`src/rtl/fetch_unit.sv`:
```
// Instruction fetch stage: owns the PC, issues one outstanding word read at a
// time, and buffers returned instructions in a small FIFO for the control unit.
// A redirect flushes the buffer; a read already in flight is drained and its
// data thrown away.
module fetch_unit #(
  parameter logic [31:0] RESET_PC   = 32'h0000_0000,
  parameter int          FIFO_DEPTH = 2
) (
  input  logic        clk_i,
  input  logic        reset_i,
  input  logic        inst_consume_i,
  input  logic        redirect_i,
  input  logic [31:0] redirect_pc_i,
  input  logic        mem_ack_i,
  input  logic [31:0] mem_data_i,
  output logic [31:0] inst_o,
  output logic [31:0] inst_pc_o,
  output logic        inst_ready_o,
  output logic        mem_req_o,
  output logic [31:0] mem_addr_o
);
  localparam int PW = $clog2(FIFO_DEPTH);
  localparam int CW = PW + 1;

  localparam logic [1:0] S_IDLE  = 2'd0;
  localparam logic [1:0] S_WAIT  = 2'd1;
  localparam logic [1:0] S_DRAIN = 2'd2;

  typedef struct packed {
    logic [31:0] inst;
    logic [31:0] pc;
  } fq_entry_t;

  fq_entry_t       fq [FIFO_DEPTH];
  logic [PW-1:0]   rd_ptr, wr_ptr;
  logic [CW-1:0]   count, count_next;
  logic [1:0]      state;
  logic [31:0]     fetch_pc, pc_inc, redir_pc;
  logic            push, pop, credit;
  logic            unused_redir_lo;

  // Low address bits of a redirect target are dropped (word aligned fetch).
  assign unused_redir_lo = ^redirect_pc_i[1:0];
  assign redir_pc        = {redirect_pc_i[31:2], 2'b00};
  assign pc_inc          = fetch_pc + 32'd4;

  // Redirect wins over push/pop; the FIFO is simply cleared that cycle.
  assign push       = (state == S_WAIT) && mem_ack_i && !redirect_i;
  assign pop        = inst_ready_o && inst_consume_i && !redirect_i;
  assign count_next = count + CW'(push) - CW'(pop);
  assign credit     = count_next < CW'(FIFO_DEPTH);

  // Head of the FIFO, forced to zero when empty.
  assign inst_ready_o = (count != '0);
  assign inst_o       = inst_ready_o ? fq[rd_ptr].inst : 32'h0;
  assign inst_pc_o    = inst_ready_o ? fq[rd_ptr].pc   : 32'h0;

  // FIFO storage write; contents are don't-care while not counted.
  always_ff @(posedge clk_i) begin
    if (push) fq[wr_ptr] <= '{inst: mem_data_i, pc: mem_addr_o};
  end

  // Fetch FSM, PC and FIFO bookkeeping.
  always_ff @(posedge clk_i) begin
    if (reset_i) begin
      state      <= S_IDLE;
      fetch_pc   <= RESET_PC;
      count      <= '0;
      rd_ptr     <= '0;
      wr_ptr     <= '0;
      mem_req_o  <= 1'b0;
      mem_addr_o <= 32'h0;
    end else if (redirect_i) begin
      count    <= '0;
      rd_ptr   <= '0;
      wr_ptr   <= '0;
      fetch_pc <= redir_pc;
      case (state)
        S_WAIT, S_DRAIN: begin
          // A pending read must still complete before a new one is issued.
          if (mem_ack_i) begin
            state     <= S_IDLE;
            mem_req_o <= 1'b0;
          end else begin
            state <= S_DRAIN;
          end
        end
        default: begin
          state     <= S_IDLE;
          mem_req_o <= 1'b0;
        end
      endcase
    end else begin
      count <= count_next;
      if (push) wr_ptr <= wr_ptr + 1'b1;
      if (pop)  rd_ptr <= rd_ptr + 1'b1;
      case (state)
        S_IDLE: begin
          if (credit) begin
            state      <= S_WAIT;
            mem_req_o  <= 1'b1;
            mem_addr_o <= fetch_pc;
          end
        end
        S_WAIT: begin
          if (mem_ack_i) begin
            fetch_pc <= pc_inc;
            // Back-to-back request when the buffer still has room.
            if (credit) begin
              mem_addr_o <= pc_inc;
            end else begin
              state     <= S_IDLE;
              mem_req_o <= 1'b0;
            end
          end
        end
        S_DRAIN: begin
          if (mem_ack_i) begin
            state     <= S_IDLE;
            mem_req_o <= 1'b0;
          end
        end
        default: begin
          state     <= S_IDLE;
          mem_req_o <= 1'b0;
        end
      endcase
    end
  end
endmodule

```
`config.mk`:
```
export PLATFORM = sky130hd
export DESIGN_NAME = fetch_unit
export DESIGN_NICKNAME = d
export VERILOG_FILES = /design/src/rtl/fetch_unit.sv
export SDC_FILE = /design/constraint.sdc
export NUM_CORES = 1
export LEC_CHECK = 0
export CAP_MARGIN = 30
export CORE_MARGIN = 2
export CORE_UTILIZATION = 50
export DETAILED_ROUTE_END_ITERATION = 8
export GPL_ROUTABILITY_DRIVEN = 0
export GPL_TIMING_DRIVEN = 0
export PLACE_DENSITY = 0.77
export SLEW_MARGIN = 40
export SYNTH_ARGS = -nofsm -noshare
export SYNTH_HDL_FRONTEND = slang
export SYNTH_SLANG_ARGS = --single-unit
```
`constraint.sdc`:
```
create_clock -name clk_i -period 6.17 [get_ports clk_i]
set_input_delay 1.5425 -clock clk_i [delete_from_list [all_inputs] [get_ports clk_i]]
set_output_delay 1.5425 -clock clk_i [all_outputs]
set_load 0.01 [all_outputs]
```
* Word-level counts from Yosys, hierarchy flattened
Memories as Yosys holds them, arrays and structs flattened. A register that Yosys moved wholly into a read port is not among the register bits. Index checks and enable logic that the tools add are counted.
Cells by class: add/subtract/negate cells 5, order comparisons 1, equal/unequal tests 9, mux-type cells 28, bitwise operators 1, reductions and logical operators 17
Operators by type and width (count):
- 32-bit two-way mux | 8
- 32-bit case mux with 2 select lines | 1
- 32-bit by 3-bit adder with 32-bit output, second input constant | 1
- 2-bit two-way mux | 7
- 3-bit inequality test, second input constant | 4
- 1-bit two-way mux | 10
- 2-bit nonzero test | 4
- 2-bit inequality test, second input constant | 3
- 2-bit case mux with 3 select lines | 1
- 5-bit AND reduction | 1
- 1-bit logical AND | 4
- 2-bit AND reduction | 2
- 4-bit AND reduction | 1
- 2-bit OR reduction | 2
- 1-bit case mux with 3 select lines | 1
- 3-bit AND reduction | 1
- 1-bit adder, second input constant | 2
- 2-bit by 1-bit adder with 2-bit output | 1
- 2-bit by 1-bit == test with 1-bit output, second input constant | 1
- 2-bit == test, second input constant | 1
- 2-bit zero test | 1
- 2-bit < comparator, second input constant | 1
- 2-bit by 1-bit subtractor with 2-bit output | 1
- 1-bit zero test | 1
- 1-bit NOT | 1
Word-level totals: register bits after elaboration 71, memory bits (writable) 128, logic and storage cells 70, memories kept 1
Memory list:
- fq | words 2, width 64, rd ports 1, clocked after Yosys merged registers in 1, write ports 1, RTL line 34 | fq_entry_t fq [FIFO_DEPTH];

* Logic depth before layout (Yosys ltp)
Gate-level depths: netlist (run 1).
word-level depth 10, mapped depth 14, depth with buffers taken out 11

* Least setup slack after synthesis (run 1)
No wires, ideal clock.
kind input port to flip-flop, from in redirect_i, to mem fq[0][10] (netlist bit), enable pin, library setup time 0.482 ns, arrival 5.193 ns, path slack 0.495 ns, cell stages on the path 6, path buffers 3, path through inv_1 -> clkbuf_1 -> clkbuf_1 -> buf_1 -> nand3_1 -> nor2_1
Between the ends: word-level cells in the longest chain between the ends 4
Ends and longest elaborated chain:
- start, declared | RTL line 12 | input logic redirect_i,
- 1-bit zero test | RTL line 48 | assign push = (state == S_WAIT) && mem_ack_i && !redirect_i;
- 1-bit logical AND | RTL line 48
- 1-bit two-way mux | RTL line 60 | if (push) fq[wr_ptr] <= '{inst: mem_data_i, pc: mem_addr_o};
- 1-bit two-way mux (not written as such) | RTL line 60
- end, declared | RTL line 34
No other way between the ends.

* Final worst setup path (run 1)
from in redirect_i, to reg mem_addr_o[26]
Between the ends: word-level cells in the longest chain between the ends 7
Ends and longest elaborated chain:
- 1-bit zero test | RTL line 48, 49
- 1-bit logical AND | RTL line 48
- 2-bit by 1-bit adder with 2-bit output | RTL line 50 | assign count_next = count + CW'(push) - CW'(pop);
- 2-bit by 1-bit subtractor with 2-bit output | RTL line 50
- 2-bit < comparator | RTL line 51 | assign credit = count_next < CW'(FIFO_DEPTH);
- 2-bit inequality test (no source line)
- 5-bit AND reduction (no source line) *
- end signal, assigned | RTL line 102 | mem_addr_o <= fetch_pc;
- end signal, assigned | RTL line 110 | mem_addr_o <= pc_inc;
- end, declared | RTL line 20 | output logic [31:0] mem_addr_o
Every way passes the cells marked *; elsewhere a longest branch is shown, timed or not. A chain may end at the register's enable or synchronous reset.

==> impl_metrics.env, run 1 <==
export IMPL_detailed_place_hpwl_mm=15.2
export IMPL_cts_clock_pin_slew_for_the_worst_setup_and_hold_paths_ns=0.07
export IMPL_setup_repair_after_global_routing_missed_its_margin="no"
export IMPL_critical_path_n_buffers_inverters=9
export IMPL_setup_viol_count_final=0
export IMPL_timing_worst_slew_pin_value_ns=0.760
export IMPL_setup_worst_path_end_class="flop"
export IMPL_synthCells=755
export IMPL_worst_hold_path_type="reg -> reg"
export IMPL_wl_mm=20.4
export IMPL_avgSynthCellArea_um2=11.4
export IMPL_grt_overflow_total=0
export IMPL_number_of_buffers_created_by_cts=17
export IMPL_stdcell_area_mm2=0.0113
export IMPL_postSynth_asyncResetShare=0
export IMPL_num_antenna_cells=0
export IMPL_antenna_violating_nets_post_route=0
export IMPL_post_cts_hold_buffer_count=0
export IMPL_totalPowerFinal_uw=2840
export IMPL_worst_path_max_delay_cell="sky130_fd_sc_hd__buf_1"
export IMPL_die_w_um=135
export IMPL_dieHeight_um=135
export IMPL_grt_antenna_before_repair=0
export IMPL_timing_critical_path_max_delay_family="buffers and inverters"
export IMPL_power_leakage_uw=0.00355
export IMPL_synth_largest_area_cell="sky130_fd_sc_hd__edfxtp_1"
export IMPL_path_max_fanout=10
export IMPL_clock_latency_ns=0.43
export IMPL_rows=47
export IMPL_detailedRoute_firstIterationViolations=435
export IMPL_clock_skew_ns=0.00983
export IMPL_cap_violations=0
export IMPL_cts_buffer_depth=2
export IMPL_slowest_delay_ns=0.52
export IMPL_ys_warnings_count=0
export IMPL_synth_ff_latch_count=192
export IMPL_global_route_usage_total=0.224
export IMPL_grt_first_pass_wirelength_mm=31.6
export IMPL_placement_cell_area_mm2=0.0107
export IMPL_layout_filler_cells=1290
export IMPL_synth_lib_cells_used_distinct=56
export IMPL_coreArea_mm2=0.0167
export IMPL_synth_largest_type_area_fraction=0.434
export IMPL_htree_levels=4
export IMPL_dr_pass1_iters=5
export IMPL_count_of_flip_flops_with_a_built_in_enable_after_synthesis=124
export IMPL_synth_seq_area_share=0.593
export IMPL_max_slew_violation_total_from_the_final_report=0
export IMPL_vias=6553
export IMPL_synth_area_top_cells="sky130_fd_sc_hd__edfxtp_1 (43%), sky130_fd_sc_hd__dfxtp_1 (16%), sky130_fd_sc_hd__mux2i_1 (7.4%)"
export IMPL_critPathKind="in -> reg"
export IMPL_tritoncts_num_sinks=192
export IMPL_remaining_drc_errors=0
export IMPL_drt_vias_per_instance=5.56
export IMPL_initial_utilization=0.513
export IMPL_final_hold_violation_count=0
export IMPL_outcome="completed"
export IMPL_io_pins=167
export IMPL_maximum_number_of_pins_on_one_net_before_global_route_repair=19
export IMPL_synth_top_flop_cell="sky130_fd_sc_hd__edfxtp_1"
export IMPL_period_share=0.942
export IMPL_area_growth_pct=31.2
export IMPL_mostFrequentLayoutCells="sky130_fd_sc_hd__clkdlybuf4s50_1 (160), sky130_fd_sc_hd__edfxtp_1 (124), sky130_fd_sc_hd__nor2_1 (118)"
export IMPL_worst_ep_required_time_ns=6.44
export IMPL_path_common_cell="sky130_fd_sc_hd__clkbuf_1"
export IMPL_mostFrequentLayoutCell="sky130_fd_sc_hd__clkdlybuf4s50_1"
export IMPL_grt_pass1_vias=6070
export IMPL_worst_ep_arrival_time_ns=6.09
export IMPL_crit_path_cell_trace="clkdlybuf4s50_1, inv_1, clkbuf_1, clkbuf_2, buf_1, nand3_1, ha_1, inv_1, ha_1, xnor3_1, and3_1, clkbuf_1, clkbuf_1, buf_1, a31oi_1"
export IMPL_post_synth_instance_area_mm2=0.00858
export IMPL_final_layout_size_suffix_gt1_frac=0.0752
export IMPL_ir_drop_mv=0.205
export IMPL_dieArea_mm2=0.0182
export IMPL_slew_headroom=0.493
export IMPL_min_period_ns=5.81
export IMPL_power_density_mw_per_mm2=252
export IMPL_finalNetCount=1020
export IMPL_tritoncts="yes"
export IMPL_critical_path_startpoint_type="primary input"
export IMPL_cts_root_buf="sky130_fd_sc_hd__clkbuf_16"
export IMPL_avgRoutedWirePerCell_um=17.3
export IMPL_fmax_mhz=172
export IMPL_portBuffers=160
## power breakdown
part | switching, uW | internal (uW)
clock | 492 | 611
combinational | 140 | 138
sequential | 39.6 | 1420
total | 672 | 2160
## Yosys cell counts, drive strengths merged, types with 8 or more instances
master / instances
a311oi: 20
a21oi: 9
or3: 11
xnor2: 21
a211oi: 28
inv: 21
nor4: 15
o21ai: 14
nand3: 16
nor3: 15
buf: 23
nor2: 121
nand2: 33
clkbuf: 42
or4: 13
dfxtp: 68
nand4: 15
edfxtp: 124
o31ai: 8
mux2i: 63
a31oi: 9
## repair_timing
| action | CTS | global route |
|---|---|---|
| setup buffers | 0 | 0 |
| endpoints found under the setup margin | 0 | 20 |
| resized for setup | 0 | 2 |
## metrics by stage
step	hold slack (ns)	TNS [ns]	std cells	worst slack, ns	util
global route	0.511	0	1178	0.0618	0.674
global placement	0.466	-254.15	1138	-2.06	0.627
finish	0.500	0	1178	0.356	0.674
CTS	0.497	0	1178	0.299	0.674
floorplan	0.487	0	758	0.495	-
detailed placement	0.480	-2.27	1146	-0.146	0.638
## per-layer routing
metal  GRT usage  share of wire  up-vias
li1            -              -     3188
met1       0.292           0.41     3052
met2       0.376           0.49      274
met3      0.0409          0.077       39
met4      0.0851          0.024        0
met5           0              0        -
## layout make-up
type,count,area (um^2),area share
repair buffers,168,1770,0.157
inverters,21,78.8,0.00700
multi-input cells,480,3170,0.282
clock inverters,15,175,0.0156
clock buffers,17,425,0.0378
plain buffers,65,273,0.0242
flip-flops and latches,192,5080,0.452
well taps,220,275,0.0245
## kinds of logic (layout without fill, tap and decap cells)
family | Yosys count | count (layout) | synth area share
compound gates | 116 | 116 | 0.100
xor+xnor | 28 | 28 | 0.0320
buf+inv | 86 | 286 | 0.0409
flops | 192 | 192 | 0.593
mux | 64 | 64 | 0.0748
other cells | 1 | 4 | 0.000437
simple gates | 262 | 262 | 0.150
fa+ha+maj | 6 | 6 | 0.00875
## flip-flops by register name, indices dropped and copies added (netlist names), named ones only
register,flops
rd_ptr,1
state,2
count,2
fq,124
mem_req_o,1
mem_addr_o,30
wr_ptr,1
fetch_pc,30
## worst paths after layout
kind / slack (ns) / cells past startpoint / endpoint / startpoint
worst min register to register: 0.50 / 0 / fq[1][7] / mem_addr_o[7]
worst max register to register: 1.98 / 14 / mem_addr_o[26] / state[1]
worst min-delay path: 0.50 / 0 / fq[1][7] / mem_addr_o[7]
worst max-delay path: 0.36 / 15 / mem_addr_o[26] / redirect_i
(Power assumes the default switching activity.)
==> run 2: changes to the inputs <==
CTS_CLUSTER_DIAMETER = 120   (was default)
MAX_ROUTING_LAYER = met4   (was default)
clock period = 6.84 ns   (was 6.17 ns; I/O delays follow)
==> impl_metrics.env, run 2 (synthesized netlist as in run 1, its figures left out) <==
export IMPL_post_cts_repair_setup_buffers=0
export IMPL_grt_antenna_before_repair=0
export IMPL_timing_worst_slew_pin_value_ns=0.763
export IMPL_power_leakage_uw=0.00355
export IMPL_tritoncts="yes"
export IMPL_path_max_fanout=10
export IMPL_rows=47
export IMPL_vias=6529
export IMPL_critPathKind="in -> reg"
export IMPL_top_register="fq"
export IMPL_slew_headroom=0.491
export IMPL_mostFrequentLayoutCell="sky130_fd_sc_hd__clkdlybuf4s50_1"
export IMPL_post_cts_hold_buffer_count=0
export IMPL_finalNetCount=1020
export IMPL_clock_skew_ns=0.0105
export IMPL_totalPowerFinal_uw=2560
export IMPL_cts_clock_pin_slew_for_the_worst_setup_and_hold_paths_ns=0.07
export IMPL_dr_pass1_iters=7
export IMPL_post_cts_resized_instances=0
export IMPL_area_growth_pct=31.2
export IMPL_power_density_mw_per_mm2=228
export IMPL_detailedRoute_firstIterationViolations=449
export IMPL_htree_levels=4
export IMPL_cap_violations=0
export IMPL_io_pins=167
export IMPL_initial_utilization=0.513
export IMPL_grt_pass1_vias=6066
export IMPL_worst_slack_setup_final_ns=0.658
export IMPL_maximum_number_of_pins_on_one_net_before_global_route_repair=19
export IMPL_worst_ep_arrival_time_ns=6.46
export IMPL_coreArea_mm2=0.0167
export IMPL_period_share=0.904
export IMPL_setup_viol_count_final=0
export IMPL_final_layout_size_suffix_gt1_frac=0.0741
export IMPL_antenna_violating_nets_post_route=0
export IMPL_final_hold_violation_count=0
export IMPL_largest_register_ff_count=124
export IMPL_dieArea_mm2=0.0182
export IMPL_final_hold_worst_slack_ns=0.497
export IMPL_worst_hold_path_type="reg -> reg"
export IMPL_portBuffers=160
export IMPL_setup_worst_path_end_class="flop"
export IMPL_max_slew_violation_total_from_the_final_report=0
export IMPL_mostFrequentLayoutCells="sky130_fd_sc_hd__clkdlybuf4s50_1 (160), sky130_fd_sc_hd__edfxtp_1 (124), sky130_fd_sc_hd__nor2_1 (118)"
export IMPL_cts_buffer_depth=2
export IMPL_fmax_mhz=162
export IMPL_worst_ep_required_time_ns=7.12
export IMPL_dieHeight_um=135
export IMPL_ir_drop_mv=0.188
export IMPL_grt_first_pass_wirelength_mm=31.7
export IMPL_drt_vias_per_instance=5.54
export IMPL_critical_path_startpoint_type="primary input"
export IMPL_clock_latency_ns=0.43
export IMPL_die_w_um=135
export IMPL_tritoncts_num_sinks=192
export IMPL_outcome="completed"
export IMPL_min_period_ns=6.18
export IMPL_setup_repair_after_global_routing_missed_its_margin="no"
export IMPL_detailed_place_hpwl_mm=15.2
export IMPL_wl_mm=20.5
export IMPL_global_route_usage_total=0.231
export IMPL_largest_registers="fq: 124 flops, fetch_pc: 30 flops, mem_addr_o: 30 flops"
export IMPL_number_of_buffers_created_by_cts=17
export IMPL_placement_setup_worst_slack_ns=0.356
export IMPL_remaining_drc_errors=0
export IMPL_grt_overflow_total=0
export IMPL_num_antenna_cells=0
export IMPL_avgRoutedWirePerCell_um=17.4
export IMPL_cts_root_buf="sky130_fd_sc_hd__clkbuf_16"
==> run 2: cell count changes in the layout (fill, tap and decap cells not counted) <==
cell / change
sky130_fd_sc_hd__clkbuf_1: +1
sky130_fd_sc_hd__clkbuf_2: -1
==> run 2: layout make-up <==
cell class / instances / area (um^2)
Tap cell: 220 / 275
Inverter: 21 / 78.8
Clock inverter: 15 / 175
Multi-Input combinational cell: 480 / 3170
Clock buffer: 17 / 425
Timing Repair Buffer: 168 / 1770
Fill cell: 1287 / 5450
Sequential cell: 192 / 5080
Buffer: 65 / 272
==> run 2: critical path, stage by stage <==
cell	delay [ns]
sky130_fd_sc_hd__clkdlybuf4s50_1	0.52
sky130_fd_sc_hd__inv_1	0.11
sky130_fd_sc_hd__clkbuf_1	0.33
sky130_fd_sc_hd__clkbuf_1	0.48
sky130_fd_sc_hd__buf_1	0.45
sky130_fd_sc_hd__nand3_1	0.38
sky130_fd_sc_hd__ha_1	0.40
sky130_fd_sc_hd__inv_1	0.04
sky130_fd_sc_hd__ha_1	0.20
sky130_fd_sc_hd__xnor3_1	0.41
sky130_fd_sc_hd__and3_1	0.25
sky130_fd_sc_hd__clkbuf_1	0.15
sky130_fd_sc_hd__clkbuf_1	0.35
sky130_fd_sc_hd__buf_1	0.53
sky130_fd_sc_hd__a31oi_1	0.16
==> run 2: stage by stage <==
stage / TNS, ns / std cells / instance area (um^2) / util
after floorplan: 0 / 758 / 8590 / -
after global placement: -191.84 / 1138 / 10500 / 0.627
after detailed placement: 0 / 1146 / 10700 / 0.638
after CTS: 0 / 1178 / 11300 / 0.674
after global routing: 0 / 1178 / 11300 / 0.674
final: 0 / 1178 / 11300 / 0.674
==> run 2: metal layers <==
metal  routed length (um)  global-route usage  up-vias  share of wire
li1                     -                   -     3176              -
met1                 8490               0.293     3074           0.41
met2                10100               0.375      251           0.49
met3                 1510              0.0409       28          0.074
met4                  402              0.0851        0          0.020
met5                    0                   -        -              0
==> run 2: final timing paths <==
| check | startpoint | end | slack [ns] | cells after the start |
|---|---|---|---|---|
| setup / recovery | redirect_i | mem_addr_o[27] | 0.66 | 15 |
| hold / removal | mem_addr_o[9] | fq[1][9] | 0.50 | 0 |
| setup reg to reg | state[1] | mem_addr_o[27] | 2.61 | 14 |
| hold reg to reg | mem_addr_o[9] | fq[1][9] | 0.50 | 0 |
==> run 2: report_power, final <==
group          internal [uW]  total (uW)  switching [uW]  leakage [uW]
logic                    124         250             126       0.00158
clock network            551         997             446      0.000290
registers               1280        1310            35.8       0.00168
total                   1950        2560             608       0.00355
